$ cat src/rtl/button_debouncer.sv
// Push-button front end: two-flop synchronizer, debounce FSM, press/release strobes.
// Optional auto-repeat of PressPulse while held is enabled by defining BUTTON_AUTOREPEAT_EN.
module button_debouncer #(
  parameter int unsigned DEBOUNCE_CYCLES = 500000,
  parameter int unsigned CNT_WIDTH       = 19,
  parameter int unsigned REPEAT_CYCLES   = 25000000,
  parameter int unsigned REPEAT_WIDTH    = 25
) (
  input  logic Clk,
  input  logic Rst,
  input  logic ButtonIn,
  output logic ButtonLevel,
  output logic PressPulse,
  output logic ReleasePulse
);

  typedef enum logic [1:0] {
    StReleased,
    StWaitPress,
    StPressed,
    StWaitRelease
  } stateT;

  localparam logic [CNT_WIDTH-1:0] CntLast = CNT_WIDTH'(DEBOUNCE_CYCLES - 1);

  // Reject configurations where the counters cannot reach their terminal values.
  if (DEBOUNCE_CYCLES < 2 || 64'(DEBOUNCE_CYCLES) > (64'd1 << CNT_WIDTH)) begin : gBadDebounce
    $error("DEBOUNCE_CYCLES does not fit CNT_WIDTH");
  end
  if (REPEAT_CYCLES < 2 || 64'(REPEAT_CYCLES) > (64'd1 << REPEAT_WIDTH)) begin : gBadRepeat
    $error("REPEAT_CYCLES does not fit REPEAT_WIDTH");
  end

  logic                 sync1Q, sync2Q;
  stateT                stateQ, stateD;
  logic [CNT_WIDTH-1:0] cntQ, cntD;
  logic                 levelQ, levelD;
  logic                 pressQ, pressD;
  logic                 releaseQ, releaseD;

`ifdef BUTTON_AUTOREPEAT_EN
  localparam logic [REPEAT_WIDTH-1:0] RepLast = REPEAT_WIDTH'(REPEAT_CYCLES - 1);

  logic [REPEAT_WIDTH-1:0] rcntQ, rcntD;

  always_ff @(posedge Clk) begin
    if (!Rst) begin
      rcntQ <= '0;
    end else begin
      rcntQ <= rcntD;
    end
  end
`endif

  always_ff @(posedge Clk) begin
    if (!Rst) begin
      sync1Q   <= 1'b0;
      sync2Q   <= 1'b0;
      stateQ   <= StReleased;
      cntQ     <= '0;
      levelQ   <= 1'b0;
      pressQ   <= 1'b0;
      releaseQ <= 1'b0;
    end else begin
      sync1Q   <= ButtonIn;
      sync2Q   <= sync1Q;
      stateQ   <= stateD;
      cntQ     <= cntD;
      levelQ   <= levelD;
      pressQ   <= pressD;
      releaseQ <= releaseD;
    end
  end

  always_comb begin
    stateD   = stateQ;
    cntD     = cntQ;
    levelD   = levelQ;
    pressD   = 1'b0;
    releaseD = 1'b0;
`ifdef BUTTON_AUTOREPEAT_EN
    // Cleared everywhere except while held in StPressed, so every entry restarts it.
    rcntD    = '0;
`endif

    unique case (stateQ)
      StReleased: begin
        if (sync2Q) begin
          stateD = StWaitPress;
          cntD   = '0;
        end
      end

      StWaitPress: begin
        if (!sync2Q) begin
          stateD = StReleased;
        end else if (cntQ == CntLast) begin
          stateD = StPressed;
          levelD = 1'b1;
          pressD = 1'b1;
        end else begin
          cntD = cntQ + CNT_WIDTH'(1);
        end
      end

      StPressed: begin
        if (!sync2Q) begin
          stateD = StWaitRelease;
          cntD   = '0;
        end else begin
`ifdef BUTTON_AUTOREPEAT_EN
          if (rcntQ == RepLast) begin
            pressD = 1'b1;
          end else begin
            rcntD = rcntQ + REPEAT_WIDTH'(1);
          end
`endif
        end
      end

      StWaitRelease: begin
        if (sync2Q) begin
          stateD = StPressed;
        end else if (cntQ == CntLast) begin
          stateD   = StReleased;
          levelD   = 1'b0;
          releaseD = 1'b1;
        end else begin
          cntD = cntQ + CNT_WIDTH'(1);
        end
      end

      default: begin
        stateD = StReleased;
        cntD   = '0;
      end
    endcase
  end

  assign ButtonLevel  = levelQ;
  assign PressPulse   = pressQ;
  assign ReleasePulse = releaseQ;

endmodule
$ cat config.mk
export PLATFORM = sky130hd
export DESIGN_NAME = button_debouncer
export DESIGN_NICKNAME = d
export VERILOG_FILES = /design/src/rtl/button_debouncer.sv
export SDC_FILE = /design/constraint.sdc
export NUM_CORES = 1
export LEC_CHECK = 0
export CORE_MARGIN = 2
export CORE_UTILIZATION = 44
export CTS_BUF_LIST = sky130_fd_sc_hd__clkbuf_4 sky130_fd_sc_hd__clkbuf_8
export CTS_CLUSTER_DIAMETER = 40
export DETAILED_ROUTE_END_ITERATION = 6
export DONT_BUFFER_PORTS = 1
export SETUP_SLACK_MARGIN = 0.5
export SLEW_MARGIN = 20
export SYNTH_ARGS = -nofsm -noshare
export SYNTH_HDL_FRONTEND = slang
export SYNTH_SLANG_ARGS = --single-unit
$ cat constraint.sdc
create_clock -name Clk -period 2.9 [get_ports Clk]
set_input_delay 0.29 -clock Clk [delete_from_list [all_inputs] [get_ports Clk]]
set_output_delay 0.29 -clock Clk [all_outputs]
set_load 0.02 [all_outputs]
-- Word-level counts from Yosys, hierarchy flattened
Cells that the tools add are included.
- $add $sub $neg: 1
- equal/unequal tests: 12
- mux-type cells: 19
- bitwise logic cells: 2
- reductions and logical operators: 7
- operators by type and width (kind ; count):
    19-bit two-way mux ; 5
    19-bit case mux with 4 select lines ; 1
    19-bit by 1-bit adder with 19-bit output, second input constant ; 1
    19-bit == test, second input constant ; 1
    2-bit two-way mux ; 6
    2-bit inequality test, second input constant ; 6
    2-bit case mux with 4 select lines ; 1
    4-bit AND reduction ; 2
    3-bit inequality test, second input constant ; 2
    1-bit two-way mux ; 5
    5-bit AND reduction ; 1
    2-bit == test, second input constant ; 2
    3-bit AND reduction ; 1
    3-bit OR reduction ; 1
    2-bit by 1-bit == test with 1-bit output, second input constant ; 1
    2-bit zero test ; 1
    1-bit NOT ; 2
    1-bit case mux with 2 select lines ; 1
    2-bit nonzero test ; 1
- flip-flop bits (word level): 26
- input bits: 3
- output and inout bits: 3
- logic and storage cells: 48

-- Logic depth before layout (Yosys ltp)
Gate-level depths: netlist (run 1).
- depth in word-level cells: 4
- mapped depth: 7
- mapped depth without buffers: 6

-- Worst setup path after synthesis (run 1)
No wires, ideal clock.
- kind: register to register
- start point: register cntQ[0]
- end point: register cntQ[11]
- library setup time: 117 ps
- arrival time: 1554 ps
- data required time: 2783 ps
- setup slack: 1229 ps
- cell stages (with the launch flop): 8
- path buffers: 1
- period minus slack after synthesis: 1671 ps
- cells stage by stage: dfxtp_1 ha_1 and4_1 nand3_1 o21a_1 buf_6 and3_4 a32o_2
- cells in the longest elaborated chain, start to end: 4
- elaborated cells on any way between the ends: 6
- those cells by class: add/sub (1); eq/ne (1); mux (4)
- RTL lines (what ; line ; text):
    start, declared ; 36 ; logic [CNT_WIDTH-1:0] cntQ, cntD;
    start signal, assigned ; 68 ; cntQ <= cntD;
    19-bit by 1-bit adder with 19-bit output or 19-bit == test (tied branches) ; - ;
    19-bit two-way mux (*) ; 97, 124 ;
    19-bit two-way mux, on equally long branches ; 122, 95 ;
    19-bit case mux with 4 select lines (*) ; 86 ; unique case (stateQ)
Every way passes the cells marked *; elsewhere a longest branch is shown, timed or not. The select of a mux whose other input is x is not followed.
A chain may end at the register's enable or synchronous reset.

-- Worst setup path in the final report (run 1)
- start point: register sync2Q
- end point: register cntQ[6]
- cells in the longest elaborated chain, start to end: 2
- elaborated cells on any way between the ends: 5
- those cells by class: eq/ne (4); reduce/logical (1)
- RTL lines (what ; line ; text):
    start, declared ; 34 ; logic sync1Q, sync2Q;
    start signal, assigned ; 66 ; sync2Q <= sync1Q;
    2-bit inequality test (no source line) ; - ;
    4-bit AND reduction (no source line) (*) ; - ;
Every way passes the cells marked *; elsewhere a longest branch is shown, timed or not.

==> summary.md, run 1 <==
| Metric | Value |
|---|---|
| Status | `finished, final reports clean` |
| CP cell instances | `xnor2_1 -> nor2_1 -> mux2_2 -> a22oi_1 -> nor2b_1` |
| Count of cell types in the netlist | `between 40 and 50` |
| Share of power burned in registers | `0.693` |
| Sw power | `about 110 uW` |
| Area used by multi-input combinational logic | `approximately 700 sq um` |
| Final hold viol count | `0` |
| Routed WL | `between 2 and 2.5 mm` |
| CTS tree | `yes` |
| Vias in the first global route | `999` |
| Post-Syn Instances | `150` |
| Detailed Place HPWL | `about 1.7 mm` |
| Sequential cell area | `roughly 520 sq um` |
| Maximum VDD drop | `0.000181 V` |
| PortBufs | `0` |
| Clk network pwr share | `0.282` |
| # Max-Cap Violations | `0` |
| CTS buffer count | `3` |
| Power density over the cells | `between 400 and 500 mW/mm^2` |
| Arrival @ worst endpoint | `about 2.2 ns` |
| Fillers | `about 290` |
| Drt first pass iters | `4` |
| Period utilization | `0.669` |
| Hold EP | `sync2Q$_SDFF_PN0_` |
| Post-synthesis cell area | `about 0.0013 sq mm` |
| Endpoint class of the critical path | `flip-flop` |
| Hold path start | `Rst` |
| Final WS setup | `0.961 ns` |
| Gpl congestion | `0.759` |
| Dpl cell area | `about 0.0013 sq mm` |
| Antenna Violating Nets Remaining | `0` |
| Final setup fails | `0` |
| First-pass GRT wire length | `4.40 mm` |
| Syn_area_per_cell | `8.54 sq um` |
| Core area | `0.00276 sq mm` |
| Die H | `58.0 um` |
| # nets final | `150` |
| Placed Cells | `172` |
| Post_cts resized | `0` |
| Layout cell share with drive strength beyond 1 | `0.0833` |
| Buf/Inv on CP | `0` |
| DRC errors left | `0` |
| Unrepaired setup endpoints after global routing | `false` |
| Clock root buffer | `clkbuf_4` |
| Post-synth EDFFs | `0` |
| Rows | `19` |
| Total gr overflow | `0` |
| Post CTS Setup Buffer Count | `0` |
| Finished Core Util | `0.468` |
| Slew margin rel. | `0.270` |
| IO Pins | `6` |
| Drt first-iter violations | `27` |
| Lkg Pwr | `approximately 0.42 nW` |
| Crit-path slowest cell | `xnor2_1` |
| Initial antenna violation count | `0` |
| Reg2reg path depth | `5` |
| Net Count, Synth | `154` |
| Register bit count reported by yosys | `26` |
| Tot Pwr | `roughly 520 uW` |
| Avg Vias per Cell | `~6.0` |
| WS Path Type | `flip-flop to flip-flop` |
| Sequential-to-total area share from yosys stat | `0.406` |
| Clock Latency Late Sink | `roughly 0.31 ns` |
| Slew @ Worst Pin | `~1.1 ns` |
| Comb power frac | `0.025` |
| Clk_skew | `between 0.005 and 0.006 ns` |
| Vias | `between 1000 and 1500` |
| WHS | `around 0.090 ns` |
| R2r endpoint | `cntQ[6]$_SDFFE_PN0P_` |
| Slew Limit Fails | `0` |
| Cts hold-fix bufs | `0` |
| Register-to-register path setup slack | `roughly 0.96 ns` |
| Setup total negative slack | `0 ns` |
| Worst EP required | `3.11 ns` |
| Ys Warns | `0` |
| CTS max path bufs | `2` |
| Reg clk slew, reported paths | `roughly 0.13 ns` |
| Worst setup SP type | `flip-flop` |
| Design area | `approximately 0.0013 sq mm` |
| CP Max Fanout | `12` |
| Place WS | `just under 1 ns` |
| Internal | `a little over 400 uW` |
| # diodes | `0` |
| Die Area | `0.00336 sq mm` |
| H-tree depth | `1` |
| WL/cell | `between 10 and 15 um` |
| Top delay family on crit path | `XOR/XNOR gates` |
| Final non-filler cell total | `about 180` |
| Primary FF master, synth | `dfxtp_1` |
| Worst r2r src | `sync2Q$_SDFF_PN0_` |
| Peak Freq | `0.516 GHz` |
| Hold/Removal Path Class | `primary input to flip-flop` |
| # clock sinks | `26` |
| Max incr delay on CP | `~0.87 ns` |
| Tmin final | `about 1.9 ns` |
| Largest net degree at the start of global routing | `31` |
| Net switching fraction of the power | `0.210` |
| Hold depth | `1` |
| Synth-to-layout area growth | `0.684%` |
| Gr usage total | `0.168` |
| Fraction of registers with async set/reset | `0` |
| Die Span X | `just under 60 um` |
| Initial core utilization | `0.465` |
registers in the layout (all words and copies together) (netlist names), named ones only:
signal and cells:
ButtonLevel 1, PressPulse 1, ReleasePulse 1, cntQ 19, stateQ 1, sync1Q 1
sync2Q 1
worst max path at each step:
stage	from	slack, ns	cells after the start	endpoint
CTS	cntQ[0]$_SDFFE_PN0P_	0.96	6	cntQ[9]$_SDFFE_PN0P_
global route	sync2Q$_SDFF_PN0_	0.73	5	cntQ[6]$_SDFFE_PN0P_
floorplan	cntQ[0]$_SDFFE_PN0P_	1.23	7	cntQ[11]$_SDFFE_PN0P_
detailed placement	cntQ[0]$_SDFFE_PN0P_	0.99	6	cntQ[9]$_SDFFE_PN0P_
finish	sync2Q$_SDFF_PN0_	0.96	5	cntQ[6]$_SDFFE_PN0P_
global placement	cntQ[0]$_SDFFE_PN0P_	1.00	6	cntQ[11]$_SDFFE_PN0P_
cells in the mapped netlist, drive strengths merged (3+ instances only):
master / count / share of area
buf: 5 / 0.029
clkbuf: 4 / 0.012
nor3b: 5 / 0.033
nor2: 10 / 0.029
dfxtp: 26 / 0.41
a21oi: 5 / 0.020
o22ai: 5 / 0.024
and2: 3 / 0.016
xor2: 8 / 0.055
nand3: 10 / 0.039
o21ai: 5 / 0.020
and3: 3 / 0.019
nand2: 21 / 0.062
nand4: 10 / 0.049
nor3: 4 / 0.020
layout by cell type (no fill, tap or decap), types with 2 or more instances in the layout:
cell type | netlist | final
nor2_1 | 10 | 10
nor2b_1 | 2 | 2
clkbuf_4 | 0 | 3
nand4b_1 | 2 | 2
xor2_1 | 8 | 8
o22ai_1 | 5 | 5
nor3_1 | 3 | 3
and3_1 | 2 | 2
and2_1 | 2 | 2
nand4_1 | 10 | 10
a21boi_0 | 2 | 2
nor3b_1 | 4 | 4
dfxtp_1 | 26 | 26
nand2_1 | 21 | 21
a21oi_1 | 5 | 5
inv_1 | 2 | 2
o21ai_0 | 4 | 4
mux2_2 | 2 | 2
o211ai_1 | 2 | 2
nand3_1 | 10 | 10
layer usage:
layer	wire (um)	global-route usage	share of wire
met3	68	0.0290	0.028
met5	0	0	0
met4	38	0.0797	0.016
met2	1090	0.256	0.45
met1	1210	0.231	0.50
power groups by stage:
stage	sequential (mW)	combinational (mW)	clock (mW)
2_1_floorplan	0.367	0.0184	0
3_3_place_gp	0.369	0.0129	0
3_5_place_dp	0.370	0.0132	0
4_1_cts	0.362	0.0132	0.158
5_1_grt	0.363	0.0149	0.173
6_report	0.362	0.0131	0.147
final cells by class:
cell class / instances / share of cell area
clock buffer: 3 / 0.0175
inverter: 2 / 0.00582
multi-input combinational: 113 / 0.543
sequential: 26 / 0.403
tap: 31 / 0.0301
kinds of logic (layout without fill, tap and decap cells):
kind of cell    after synthesis  count (layout)  share of synthesized area
mux                           2               2                     0.0176
compound gates               24              24                      0.123
xor+xnor                      9               9                     0.0615
buf+inv                      11               5                     0.0469
flops                        26              26                      0.406
simple gates                 77              77                      0.335
fa+ha+maj                     1               1                    0.00976
Power figures use the tool's default switching activity.
==> inputs of run 2 (changes only) <==
==> constraint.sdc (replaced) <==
create_clock -name Clk -period 1.81 [get_ports Clk]
set_input_delay 0.181 -clock Clk [delete_from_list [all_inputs] [get_ports Clk]]
set_output_delay 0.181 -clock Clk [all_outputs]
set_load 0.02 [all_outputs]
==> run 2 against run 1 <==
Compared with the run above: via count up 6.3%; cell area grew 27%; first-iteration DRC count is 63% higher; wire length increased by 24%; die area unchanged; worst hold slack got worse by 0.079 ns; sequential share of layout area shrank 6.8 points; sequential cell count is the same; largest power group unchanged; power up 97%; core utilization is 13 points higher.
==> summary.md, run 2 (synthesized netlist as in run 1, its figures left out) <==
| Metric | Value |
|---|---|
| Worst EP required | `2.05 ns (-1.06 ns)` |
| Final hold viol count | `0 (unchanged)` |
| Initial antenna violation count | `0 (unchanged)` |
| Setup total negative slack | `0 ns (unchanged)` |
| Clock root buffer | `clkbuf_4` |
| Reg clk slew, reported paths | `0.15 ns (+0.02 ns)` |
| WL/cell | `15.3 um (+11%)` |
| DRC errors left | `0 (unchanged)` |
| Vias in the first global route | `1073 (+7.4%)` |
| H-tree depth | `1 (unchanged)` |
| Maximum VDD drop | `0.000667 V (+270%)` |
| Initial core utilization | `0.465 (unchanged)` |
| Arrival @ worst endpoint | `1.78 ns (-0.37 ns)` |
| Tmin final | `1.54 ns (-0.398 ns)` |
| Clock Latency Late Sink | `0.33 ns (+0.02 ns)` |
| Total gr overflow | `0 (unchanged)` |
| Slew @ Worst Pin | `0.512 ns (-0.575 ns)` |
| CTS tree | `yes` |
| Share of power burned in registers | `0.552 (-0.141)` |
| CTS max path bufs | `2 (unchanged)` |
| Worst setup SP type | `flip-flop` |
| Sw power | `217 uW (+98%)` |
| Antenna Violating Nets Remaining | `0 (unchanged)` |
| Final setup fails | `0 (unchanged)` |
| Hold/Removal Path Class | `primary input to flip-flop` |
| Endpoint class of the critical path | `flip-flop` |
| CTS buffer count | `3 (unchanged)` |
| Largest register FFs | `19 (unchanged)` |
| Power density over the cells | `627 mW/mm^2 (+55%)` |
| Peak Freq | `0.649 GHz (+26%)` |
| Slew margin rel. | `0.656 (+0.386)` |
| First-pass GRT wire length | `5.02 mm (+14%)` |
| # diodes | `0 (unchanged)` |
| Sequential cell area | `552 sq um (+6.0%)` |
| Layout cell share with drive strength beyond 1 | `0.323 (+0.240)` |
| # Max-Cap Violations | `0 (unchanged)` |
| Internal | `812 uW (+97%)` |
| Most frequent cells in the layout | `nand2_1 (20), dfxtp_1 (15), buf_4 (12)` |
| IO Pins | `6 (unchanged)` |
| Die Area | `0.00336 sq mm (unchanged)` |
| PortBufs | `0 (unchanged)` |
| Clk_skew | `0.00449 ns (-0.000585 ns)` |
| Die Span X | `58.0 um (unchanged)` |
| Area used by multi-input combinational logic | `831 sq um (+19%)` |
| Clk network pwr share | `0.400 (+0.118)` |
| Die H | `58.0 um (unchanged)` |
| Drt first-iter violations | `44 (+63%)` |
| Routed WL | `2.98 mm (+24%)` |
| Drt first pass iters | `4 (unchanged)` |
| WS Path Type | `flip-flop to flip-flop` |
| Dpl cell area | `0.00135 sq mm (+6.4%)` |
| Fillers | `259 (-9.8%)` |
| # clock sinks | `26 (unchanged)` |
| Net switching fraction of the power | `0.211 (+0.00121)` |
| Core area | `0.00276 sq mm (unchanged)` |
| Finished Core Util | `0.596 (+0.128)` |
| Unrepaired setup endpoints after global routing | `true` |
| Gr usage total | `0.191 (+0.0231)` |
| Commonest non-fill, non-tap cell in the layout | `nand2_1` |
| CP Max Fanout | `3 (-9)` |
| WHS | `0.0101 ns (-0.0795 ns)` |
| Status | `finished, final reports clean` |
| Comb power frac | `0.048 (+0.023)` |
| Avg Vias per Cell | `5.72 (-4.6%)` |
| Synth-to-layout area growth | `28.2%` |
| Reg with most FFs | `cntQ` |
| Period utilization | `0.852 (+0.183)` |
| Largest net degree at the start of global routing | `19 (-39%)` |
| Design area | `0.00164 sq mm (+27%)` |
| Vias | `1116 (+6.3%)` |
| Rows | `19 (unchanged)` |
| Lkg Pwr | `0.581 nW (+37%)` |
| Detailed Place HPWL | `1.74 mm (+4.0%)` |
| Slew Limit Fails | `0 (unchanged)` |
| Gpl congestion | `0.829 (+9.3%)` |
| # nets final | `169 (+13%)` |
run 2: layer usage:
layer  global-route usage  vias up  routed length [um]
li1                     -      570                   -
met1                0.273      529                1480
met2                0.302       13                1390
met3               0.0290        4                  73
met4               0.0498        0                  28
met5                    0        -                   0
run 2: critical path: stages, from the launching register on:
cell and delay [ns]:
dfxtp_4 0.39, ha_4 0.13, and4_4 0.26, nand3_4 0.08
o21a_1 0.20, and3_4 0.18, a32o_2 0.21
run 2: through the flow:
step / worst slack [ns] / instances / total power [mW]
finish: 0.269 / 195 / 1.03
global route: 0.222 / 195 / 1.07
floorplan: 0.229 / 150 / 0.624
CTS: 0.277 / 192 / 1.04
global placement: 0.144 / 175 / 0.620
detailed placement: 0.133 / 175 / 0.620
run 2: path summary, 6_finish.rpt:
| check | start | end | slack (ns) | cells past startpoint |
|---|---|---|---|---|
| worst max-delay path | cntQ[1]$_SDFFE_PN0P_ | cntQ[11]$_SDFFE_PN0P_ | 0.27 | 6 |
| worst min-delay path | Rst | cntQ[1]$_SDFFE_PN0P_ | 0.01 | 2 |
| worst min register to register | flip-flop | PressPulse$_SDFF_PN0_ | 0.51 | 1 |
| worst max register to register | cntQ[1]$_SDFFE_PN0P_ | cntQ[11]$_SDFFE_PN0P_ | 0.27 | 6 |
run 2: timing repair:
action,CTS,global route
pin swaps,8,7
hold buffers,4,2
endpoints found under the hold margin,14,5
setup buffers,9,1
endpoints found under the setup margin,24,24
gates resized for setup,16,16
run 2: cell type report:
| cell class | instances | area share |
|---|---|---|
| clock inverters | 1 | 0.0183 |
| clock buffers | 3 | 0.0137 |
| multi-input cells | 113 | 0.506 |
| well taps | 31 | 0.0236 |
| repair buffers | 19 | 0.0982 |
| inverters | 2 | 0.00457 |
| flip-flops and latches | 26 | 0.336 |
run 2: power groups by stage:
stage | clock (mW) | combinational, mW | sequential (mW)
final | 0.412 | 0.0499 | 0.568
after global routing | 0.444 | 0.0547 | 0.569
after CTS | 0.417 | 0.0464 | 0.573
after detailed placement | 0 | 0.0291 | 0.591
after global placement | 0 | 0.0290 | 0.591
after floorplan | 0 | 0.0350 | 0.589
==> inputs of run 3 (changes only) <==
--- a/config.mk
+++ b/config.mk
@@ -5,6 +5,7 @@
 export SDC_FILE = /design/constraint.sdc
 export NUM_CORES = 1
 export LEC_CHECK = 0
+export CAP_MARGIN = 20
 export CORE_MARGIN = 2
 export CORE_UTILIZATION = 44
 export CTS_BUF_LIST = sky130_fd_sc_hd__clkbuf_4 sky130_fd_sc_hd__clkbuf_8
==> results of run 3 <==
Final layout, timing and power as in run 2 (identical DEF).
